===== config.mk =====
export PLATFORM = sky130hd
export DESIGN_NAME = pll_phase_ctrl_flat
export DESIGN_NICKNAME = d
export VERILOG_FILES = /design/src/rtl/pll_phase_ctrl_pkg.sv /design/src/rtl/pll_phase_ctrl_if.sv /design/src/rtl/pll_phase_ctrl.sv /design/src/flat_wrapper.sv
export SDC_FILE = /design/constraint.sdc
export NUM_CORES = 1
export LEC_CHECK = 0
export CAP_MARGIN = 20
export CORE_ASPECT_RATIO = 0.7
export CORE_UTILIZATION = 51
export DETAILED_ROUTE_END_ITERATION = 8
export GPL_TIMING_DRIVEN = 0
export PLACE_DENSITY = 0.79
export SYNTH_ARGS = -nofsm -noshare
export SYNTH_HDL_FRONTEND = slang
export SYNTH_SLANG_ARGS = --single-unit

===== constraint.sdc =====
create_clock -name clk -period 2.1 [get_ports clk]
set_clock_uncertainty 0.15 [all_clocks]
set_input_delay 0.42 -clock clk [delete_from_list [all_inputs] [get_ports clk]]
set_output_delay 0.42 -clock clk [all_outputs]
set_load 0.02 [all_outputs]

===== src/rtl/pll_phase_ctrl_pkg.sv =====
// Shared definitions for the ECP5 EHXPLLL dynamic phase-shift controller.
//   state_e            : controller state codes (also exported on the debug port)
//   CLKOP..CLKOS3      : PHASESEL encodings of the PLL outputs
//   DIR_LAG / DIR_LEAD : PHASEDIR encodings
//   max3()             : helper used to size the phase-cycle counter
package pll_pkg;

   typedef enum logic [2:0] {
      ST_IDLE   = 3'd0,
      ST_SETUP  = 3'd1,
      ST_PULSE  = 3'd2,
      ST_GAP    = 3'd3,
      ST_FINISH = 3'd4
   } state_e;

   localparam logic [1:0] CLKOP  = 2'd0;
   localparam logic [1:0] CLKOS  = 2'd1;
   localparam logic [1:0] CLKOS2 = 2'd2;
   localparam logic [1:0] CLKOS3 = 2'd3;

   localparam logic DIR_LAG  = 1'b0;  // increase delay
   localparam logic DIR_LEAD = 1'b1;

   function automatic int max3(input int a, input int b, input int c);
      int m;
      m = (a > b) ? a : b;
      return (m > c) ? m : c;
   endfunction

endpackage


===== src/rtl/pll_phase_ctrl_if.sv =====
// Request channel of the phase-shift controller.
// Handshake: a request transfers on a rising clk edge where req_valid && req_ready.
// The initiator may hold req_valid high across busy periods; req_sel/req_dir/
// req_steps must be stable while req_valid is high and not yet accepted.
//   master : drives req_valid, req_sel, req_dir, req_steps; samples req_ready
//   slave  : the controller side
interface pll_phase_ctrl_if #(
   parameter int STEP_W = 8
) ();
   logic              req_valid;
   logic              req_ready;
   logic [1:0]        req_sel;
   logic              req_dir;
   logic [STEP_W-1:0] req_steps;

   modport master (output req_valid, req_sel, req_dir, req_steps, input req_ready);
   modport slave  (input req_valid, req_sel, req_dir, req_steps, output req_ready);
endinterface


===== src/rtl/pll_phase_ctrl.sv =====
// Initiator for the EHXPLLL dynamic phase-shift port. Accepts {sel, dir, steps}
// requests and emits that many PHASESTEP pulses with setup/pulse/gap timing.
// Ports:
//   clk, rst_n   : clock, async active-low reset
//   locked       : PLL LOCK, already synchronous to clk
//   req          : request channel (slave modport)
//   phasesel/phasedir/phasestep : to the PLL
//   busy, done, abort           : status (done/abort are one-cycle pulses)
//   dbg_state    : current FSM state
module pll_phase_ctrl
   import pll_pkg::*;
#(
   parameter int STEP_W          = 8,
   parameter int SETUP_CYC       = 4,
   parameter int PULSE_CYC       = 4,
   parameter int GAP_CYC         = 8,
   parameter int STEP_ACTIVE_LOW = 0
) (
   input  logic             clk,
   input  logic             rst_n,
   input  logic             locked,
   pll_phase_ctrl_if.slave  req,
   output logic [1:0]       phasesel,
   output logic             phasedir,
   output logic             phasestep,
   output logic             busy,
   output logic             done,
   output logic             abort,
   output state_e           dbg_state
);

   localparam int   CNT_W     = $clog2(max3(SETUP_CYC, PULSE_CYC, GAP_CYC) + 1);
   localparam logic STEP_IDLE = (STEP_ACTIVE_LOW != 0);

   state_e            state_q, state_d;
   logic [CNT_W-1:0]  cnt_q, cnt_d;
   logic [STEP_W-1:0] steps_q, steps_d;
   logic [1:0]        sel_d;
   logic              dir_d, step_d, busy_d, done_d, abort_d;

   assign req.req_ready = (state_q == ST_IDLE) && locked;
   assign dbg_state     = state_q;

   always_ff @(posedge clk or negedge rst_n) begin
      if (!rst_n) begin
         state_q   <= ST_IDLE;
         cnt_q     <= '0;
         steps_q   <= '0;
         phasesel  <= '0;
         phasedir  <= 1'b0;
         phasestep <= STEP_IDLE;
         busy      <= 1'b0;
         done      <= 1'b0;
         abort     <= 1'b0;
      end else begin
         state_q   <= state_d;
         cnt_q     <= cnt_d;
         steps_q   <= steps_d;
         phasesel  <= sel_d;
         phasedir  <= dir_d;
         phasestep <= step_d;
         busy      <= busy_d;
         done      <= done_d;
         abort     <= abort_d;
      end
   end

   always_comb begin
      state_d = state_q;
      cnt_d   = cnt_q;
      steps_d = steps_q;
      sel_d   = phasesel;
      dir_d   = phasedir;
      abort_d = 1'b0;

      case (state_q)
         ST_IDLE: begin
            if (req.req_valid && locked) begin
               sel_d   = req.req_sel;
               dir_d   = req.req_dir;
               steps_d = req.req_steps;
               if (req.req_steps == '0) begin
                  // cnt=1 makes FINISH last one extra cycle so done lands after k+1
                  state_d = ST_FINISH;
                  cnt_d   = CNT_W'(1);
               end else begin
                  state_d = ST_SETUP;
                  cnt_d   = '0;
               end
            end
         end
         ST_SETUP: begin
            if (!locked) begin
               state_d = ST_IDLE;
               cnt_d   = '0;
               abort_d = 1'b1;
            end else if (cnt_q == CNT_W'(SETUP_CYC - 1)) begin
               state_d = ST_PULSE;
               cnt_d   = '0;
            end else begin
               cnt_d = cnt_q + CNT_W'(1);
            end
         end
         ST_PULSE: begin
            if (!locked) begin
               state_d = ST_IDLE;
               cnt_d   = '0;
               abort_d = 1'b1;
            end else if (cnt_q == CNT_W'(PULSE_CYC - 1)) begin
               state_d = ST_GAP;
               cnt_d   = '0;
               steps_d = steps_q - STEP_W'(1);
            end else begin
               cnt_d = cnt_q + CNT_W'(1);
            end
         end
         ST_GAP: begin
            if (!locked) begin
               state_d = ST_IDLE;
               cnt_d   = '0;
               abort_d = 1'b1;
            end else if (cnt_q == CNT_W'(GAP_CYC - 1)) begin
               state_d = (steps_q == '0) ? ST_FINISH : ST_PULSE;
               cnt_d   = '0;
            end else begin
               cnt_d = cnt_q + CNT_W'(1);
            end
         end
         ST_FINISH: begin
            // lock is deliberately ignored here
            if (cnt_q != '0) begin
               cnt_d = '0;
            end else begin
               state_d = ST_IDLE;
            end
         end
         default: begin
            state_d = ST_IDLE;
            cnt_d   = '0;
         end
      endcase

      done_d = (state_d == ST_FINISH) && (cnt_d == '0);
      busy_d = (state_d != ST_IDLE);
      step_d = (state_d == ST_PULSE) ? ~STEP_IDLE : STEP_IDLE;
   end

endmodule


===== src/flat_wrapper.sv =====
// flat-port wrapper written by rule: the top's interface ports become plain ports
module pll_phase_ctrl_flat import pll_pkg::*;
#(
   parameter int STEP_W          = 8,
   parameter int SETUP_CYC       = 4,
   parameter int PULSE_CYC       = 4,
   parameter int GAP_CYC         = 8,
   parameter int STEP_ACTIVE_LOW = 0
)
  (clk, rst_n, locked, phasesel, phasedir, phasestep, busy, done, abort, dbg_state, req_req_valid, req_req_sel, req_req_dir, req_req_steps, req_req_ready);
  pll_phase_ctrl_if #(.STEP_W(STEP_W)) req_i ();
  input  logic clk;
  input  logic rst_n;
  input  logic locked;
  output logic [1:0] phasesel;
  output logic phasedir;
  output logic phasestep;
  output logic busy;
  output logic done;
  output logic abort;
  output state_e dbg_state;
  input wire logic [$bits(req_i.req_valid)-1:0] req_req_valid;
  input wire logic [$bits(req_i.req_sel)-1:0] req_req_sel;
  input wire logic [$bits(req_i.req_dir)-1:0] req_req_dir;
  input wire logic [$bits(req_i.req_steps)-1:0] req_req_steps;
  output wire logic [$bits(req_i.req_ready)-1:0] req_req_ready;
  assign req_i.req_valid = req_req_valid;
  assign req_i.req_sel = req_req_sel;
  assign req_i.req_dir = req_req_dir;
  assign req_i.req_steps = req_req_steps;
  assign req_req_ready = req_i.req_ready;
  pll_phase_ctrl #(.STEP_W(STEP_W), .SETUP_CYC(SETUP_CYC), .PULSE_CYC(PULSE_CYC), .GAP_CYC(GAP_CYC), .STEP_ACTIVE_LOW(STEP_ACTIVE_LOW)) u_core (.clk(clk), .rst_n(rst_n), .locked(locked), .req(req_i), .phasesel(phasesel), .phasedir(phasedir), .phasestep(phasestep), .busy(busy), .done(done), .abort(abort), .dbg_state(dbg_state));
endmodule

# Word level (Yosys, flattened, before mapping)
# Cells that the tools add are included.
[totals] reg_bits=22 input_bits=15 out_inout_bits=11
[classes] n_addsub=2 n_eq_ne=11 n_mux=26 n_reduce_logical=14
[op_table] operator="3-bit two-way mux" n=10
[op_table] operator="4-bit two-way mux" n=6
[op_table] operator="8-bit two-way mux" n=3
[op_table] operator="8-bit zero test" n=2
[op_table] operator="4-bit case mux with 4 select lines" n=1
[op_table] operator="8-bit case mux with 2 select lines" n=1
[op_table] operator="3-bit case mux with 5 select lines" n=1
[op_table] operator="3-bit by 2-bit == test with 1-bit output (second input constant)" n=3
[op_table] operator="8-bit by 1-bit subtractor with 8-bit output (second input constant)" n=1
[op_table] operator="3-bit == test (second input constant)" n=2
[op_table] operator="4-bit by 1-bit adder with 4-bit output (second input constant)" n=1
[op_table] operator="4-bit by 2-bit == test with 1-bit output (second input constant)" n=1
[op_table] operator="4-bit by 3-bit == test with 1-bit output (second input constant)" n=1
[op_table] operator="4-bit zero test" n=1
[op_table] operator="1-bit two-way mux" n=4
[op_table] operator="2-bit inequality test (second input constant)" n=2
[op_table] operator="4-bit AND reduction" n=1
[op_table] operator="4-bit nonzero test" n=1
[op_table] operator="3-bit by 1-bit == test with 1-bit output (second input constant)" n=1
[op_table] operator="1-bit logical AND" n=3
[op_table] operator="3-bit zero test" n=1
[op_table] operator="3-bit nonzero test" n=1
[op_table] operator="3-bit OR reduction" n=1
[op_table] operator="2-bit by 1-bit inequality test with 1-bit output (second input constant)" n=1
[op_table] operator="3 further kinds" n=3

# Depth between registers and ports, before layout
[depth] word_depth=7 depth_mapped=6 ltp_nobuf=6

# Least setup slack after synthesis
# Ideal clock, no wire load.
[synth_path] path_type="register to register" from="register u_core.state_q[1] (netlist: u_core.dbg_state[1])" to="register u_core.steps_q[3]" t_arrival_ns=1.541 required_time_ns=1.826 setup_slack_ns=0.285 path_stages_with_launch=6 cell_sequence="dfrtp_1 -> buf_6 -> nor3b_4 -> nand2_2 -> o311a_1 -> a211o_1"
[synth_via] elab_chain_len=3 elab_cells_between_ends=8
[synth_lines] item="start, declared" line_no="pll_phase_ctrl.sv:35" rtl="state_e state_q, state_d;"
[synth_lines] item="start signal, assigned" line_no="pll_phase_ctrl.sv:56" rtl="state_q <= state_d;"
[synth_lines] item="3-bit by 2-bit == test with 1-bit output or 3-bit zero test (tied branches)" line_no="pll_phase_ctrl.sv:76" rtl="case (state_q)"
[synth_lines] item="2-bit by 1-bit inequality test with 1-bit output (no line), or another cell as far along"
[synth_lines] item="4-bit AND reduction (no line)"
[synth_lines] item="end signal, assigned" line_no="pll_phase_ctrl.sv:58" rtl="steps_q <= steps_d;"
[synth_lines] item="end, declared" line_no="pll_phase_ctrl.sv:37" rtl="logic [STEP_W-1:0] steps_q, steps_d;"
# Several ways; a longest one is shown, not always the timed one.
# A chain may end at the register's enable or synchronous reset.

# Worst setup path in the final report
[layout_path] from="register u_core.state_q[0] (netlist: u_core.dbg_state[0])" to="output port req_req_ready"
[layout_via] elab_chain_len=2
[layout_lines] item="3-bit zero test" line_no="pll_phase_ctrl.sv:41" rtl="assign req.req_ready = (state_q == ST_IDLE) && locked;"
[layout_lines] item="1-bit logical AND" line_no="pll_phase_ctrl.sv:41"
[layout_lines] item="end, declared" line_no="flat_wrapper.sv:26" rtl="output wire logic [$bits(req_i.req_ready)-1:0] req_req_ready;"
# Every way passes these cells.

==> flow_summary.yaml <==
synth:
  ys_seq_elements: 22
  synth-async-reset-ratio_pct: 100
  synth.top_cell.area_share_pct: 42.0
  synth_largest_area_cell: "sky130_fd_sc_hd__dfrtp_1"
  synth_edf_count: 0
  mappedNetlistNets: 158
  netlist_area_sq_um: 1310
  syn-mean-instance-area_sq_um: 9.37
  synth.yosys.warnings: 0
  synth_most_common_cell: "sky130_fd_sc_hd__dfrtp_1"
  post_synth_inst_count: 140
  netlist_top_cells_count: "22 x sky130_fd_sc_hd__dfrtp_1, 17 x sky130_fd_sc_hd__nand2_1, 8 x sky130_fd_sc_hd__inv_1, 8 x sky130_fd_sc_hd__nor2_1"
  synthFlopType: "sky130_fd_sc_hd__dfrtp_1"
  synthDistinctLibCells: 48
  yosys-top-cells-area: "sky130_fd_sc_hd__dfrtp_1 42%, sky130_fd_sc_hd__nand2_1 4.9%, sky130_fd_sc_hd__ha_1 2.9%"
  register_area_share_after_synthesis_pct: 42.0
power:
  power.leakage_nw: 0.724
  max-vdd-ir-drop_mv: 0.558
  power.density_cell_area_nw_per_um2: 689
worst_setup_path:
  critical_path_class: "reg2out"
  reg2reg_end: "u_core.steps_q[3]$_DFFE_PN0P_"
  r2r_cells: 5
  arrival_worst_endpoint_ns: 1.45
  setup.worst_path.start_class: "flop"
  regToRegSetupSlack_ns: 0.11
  worstPathMaxFanout: 10
  critical_path_required_ns: 1.53
  r2r_path_start: "u_core.cnt_q[0]$_DFF_PN0_"
  critPathCaptureType: "output port"
floorplan:
  ios: 26
  fp.dieW_um: 62.6
  dieHeight_um: 44.4
  initial_util_pct: 57.6
  std_cell_rows: 14
  die_area_sq_um: 2780
  design.core.area_sq_um: 2280
global_routing:
  grt_antenna_before_repair: 0
  globalRouteOverflowTotal: 0
  grt_first_pass_wirelength_um: 4950
  via_count_of_the_first_global_routing_pass: 1078
  track_usage_pct: 23.3
  grt_start_max_net_pins: 23
route:
  drt-pass1-iter-count: 4
  wire_per_inst_um: 14.5
  final_antenna_net_count: 0
  num_vias: 1219
  routed_wirelength_um: 2920
  initialDrtViolationCount: 49
  drc_errors: 0
  via_per_inst: 6.03
sta:
  rsz0062_at_grt: "no"
  final.min_clock_period_ns: 2.02
  setup_viol_count_final: 0
  layout_worst_path_cycle_share_pct: 96.2
  achievable-frequency_mhz: 495
  timing.slew.headroom_pct: 68.5
  tightestPinTransition_ns: 0.468
  slew_violations: 0
  final-hold-violation-count: 0
place:
  detailed_place_hpwl_um: 2280
  final_weighted_congestion_in_routability_driven_placement: 0.892
  port_buffers: 25
  instance_count_after_placement_with_tap_cells_included: 197
clock_network:
  ctsRootBufferMaster: "sky130_fd_sc_hd__clkbuf_4"
  clk_pin_slew_worst_paths_ns: 0.11
  cts-buffers-inserted: 3
  cts.sinks: 22
  cts.htree.levels: 1
  ctsHoldBuffers: 0
  clk_latency_ns: 0.30
  number_of_buffers_between_clock_root_and_the_deepest_sink: 2
  tritoncts: "done"
final_layout:
  final_layout_size_suffix_gt1_share_pct: 13.5
  nNetsFinal: 189
  antenna-diode-count: 0
  layout-area-overhead-vs-synth_pct: 26.4
  post-route-util_pct: 72.8
  instances_no_fill: 202
hold_path:
  holdCritPathClass: "in2async"
outcome:
  outcome: "complete, no violations"
run:
  maxCapViolations: 0
==> through the flow <==
| step | hold slack (ns) | setup TNS, ns | power (mW) | setup WS (ns) | cell area [sq um] |
|---|---|---|---|---|---|
| finish | 0.127 | 0 | 1.14 | 0.0800 | 1660 |
| CTS | 0.346 | 0 | 1.14 | 0.0262 | 1640 |
| floorplan | -0.0256 | 0 | 0.777 | 0.285 | 1310 |
| detailed placement | 0.318 | -1.13 | 0.917 | -0.318 | 1600 |
| global placement | 0.307 | -0.962 | 0.901 | -0.287 | 1600 |
| global route | 0.113 | 0 | 1.21 | 0.0131 | 1660 |
==> area by class of cell <==
| cell class | instances | area [sq um] |
|---|---|---|
| fillers | 178 | 619 |
| well taps | 32 | 40.0 |
| plain buffers | 4 | 32.5 |
| clock buffers | 4 | 36.3 |
| multi-input cells | 105 | 694 |
| flip-flops and latches | 22 | 552 |
| inverters | 9 | 33.8 |
| repair buffers | 26 | 269 |
==> metal layers <==
metal | part of all wire, % | global-route usage, % | vias to the layer above
met5 | 0 | 0 | -
met4 | 0.48 | 2.79 | 0
met3 | 6.4 | 5.67 | 4
met2 | 43 | 36.1 | 51
met1 | 50 | 34.6 | 580
li1 | - | - | 584
==> sequential cells by signal, summed over array words and instances, names as in the netlist <==
register / count
u_core.dbg_state: 3
u_core.abort: 1
u_core.busy: 1
u_core.done: 1
u_core.phasestep: 1
u_core.cnt_q: 4
u_core.phasedir: 1
u_core.steps_q: 8
u_core.phasesel: 2
==> worst max path at each step <==
| stage | start | end | slack, ns | cells after the start |
|---|---|---|---|---|
| 2_1_floorplan | u_core.dbg_state[1]$_DFF_PN0_ | u_core.steps_q[3]$_DFFE_PN0P_ | 0.28 | 5 |
| 3_3_place_gp | locked | req_req_ready | -0.29 | 4 |
| 3_5_place_dp | locked | req_req_ready | -0.32 | 4 |
| 4_1_cts | locked | req_req_ready | 0.03 | 4 |
| 5_1_grt | u_core.dbg_state[0]$_DFF_PN0_ | req_req_ready | 0.01 | 3 |
| 6_report | u_core.dbg_state[0]$_DFF_PN0_ | req_req_ready | 0.08 | 3 |
==> power breakdown <==
part | switching, mW | internal [mW] | leakage, nW
logic | 0.195 | 0.172 | 0.426
registers | 0.0601 | 0.489 | 0.277
clock network | 0.121 | 0.106 | 0.0210
total | 0.375 | 0.767 | 0.724
==> repair_timing <==
action	in CTS	in global routing
setup buffers	0	0
gates resized for setup	5	2
setup endpoints to repair	2	2
==> cells by family (layout without fill, tap and decap cells) <==
family	after synthesis	count (layout)	synth area share [%]
simple gates	63	63	28.4
xor+xnor	1	1	0.668
fa+ha+maj	4	4	3.63
buf+inv	13	43	5.06
flops	22	22	42.0
compound gates	37	37	20.2
==> placed cells by master, fill, tap and decap left out, types with 4 or more instances in the layout <==
cell | synthesis | final
sky130_fd_sc_hd__o21ai_0 | 7 | 7
sky130_fd_sc_hd__dfrtp_1 | 22 | 21
sky130_fd_sc_hd__nand2_1 | 17 | 17
sky130_fd_sc_hd__nand3_1 | 7 | 7
sky130_fd_sc_hd__nand4_1 | 4 | 4
sky130_fd_sc_hd__a21oi_1 | 5 | 5
sky130_fd_sc_hd__nor2_1 | 8 | 8
sky130_fd_sc_hd__inv_1 | 8 | 8
sky130_fd_sc_hd__clkdlybuf4s50_1 | 0 | 23
sky130_fd_sc_hd__nor3_1 | 4 | 4
==> critical path, stage by stage (launching register included) <==
cell and delay [ns]:
sky130_fd_sc_hd__dfrtp_1 0.47, sky130_fd_sc_hd__buf_2 0.22, sky130_fd_sc_hd__nor3_1 0.18, sky130_fd_sc_hd__clkdlybuf4s15_2 0.28
Power figures use the tool's default switching activity.
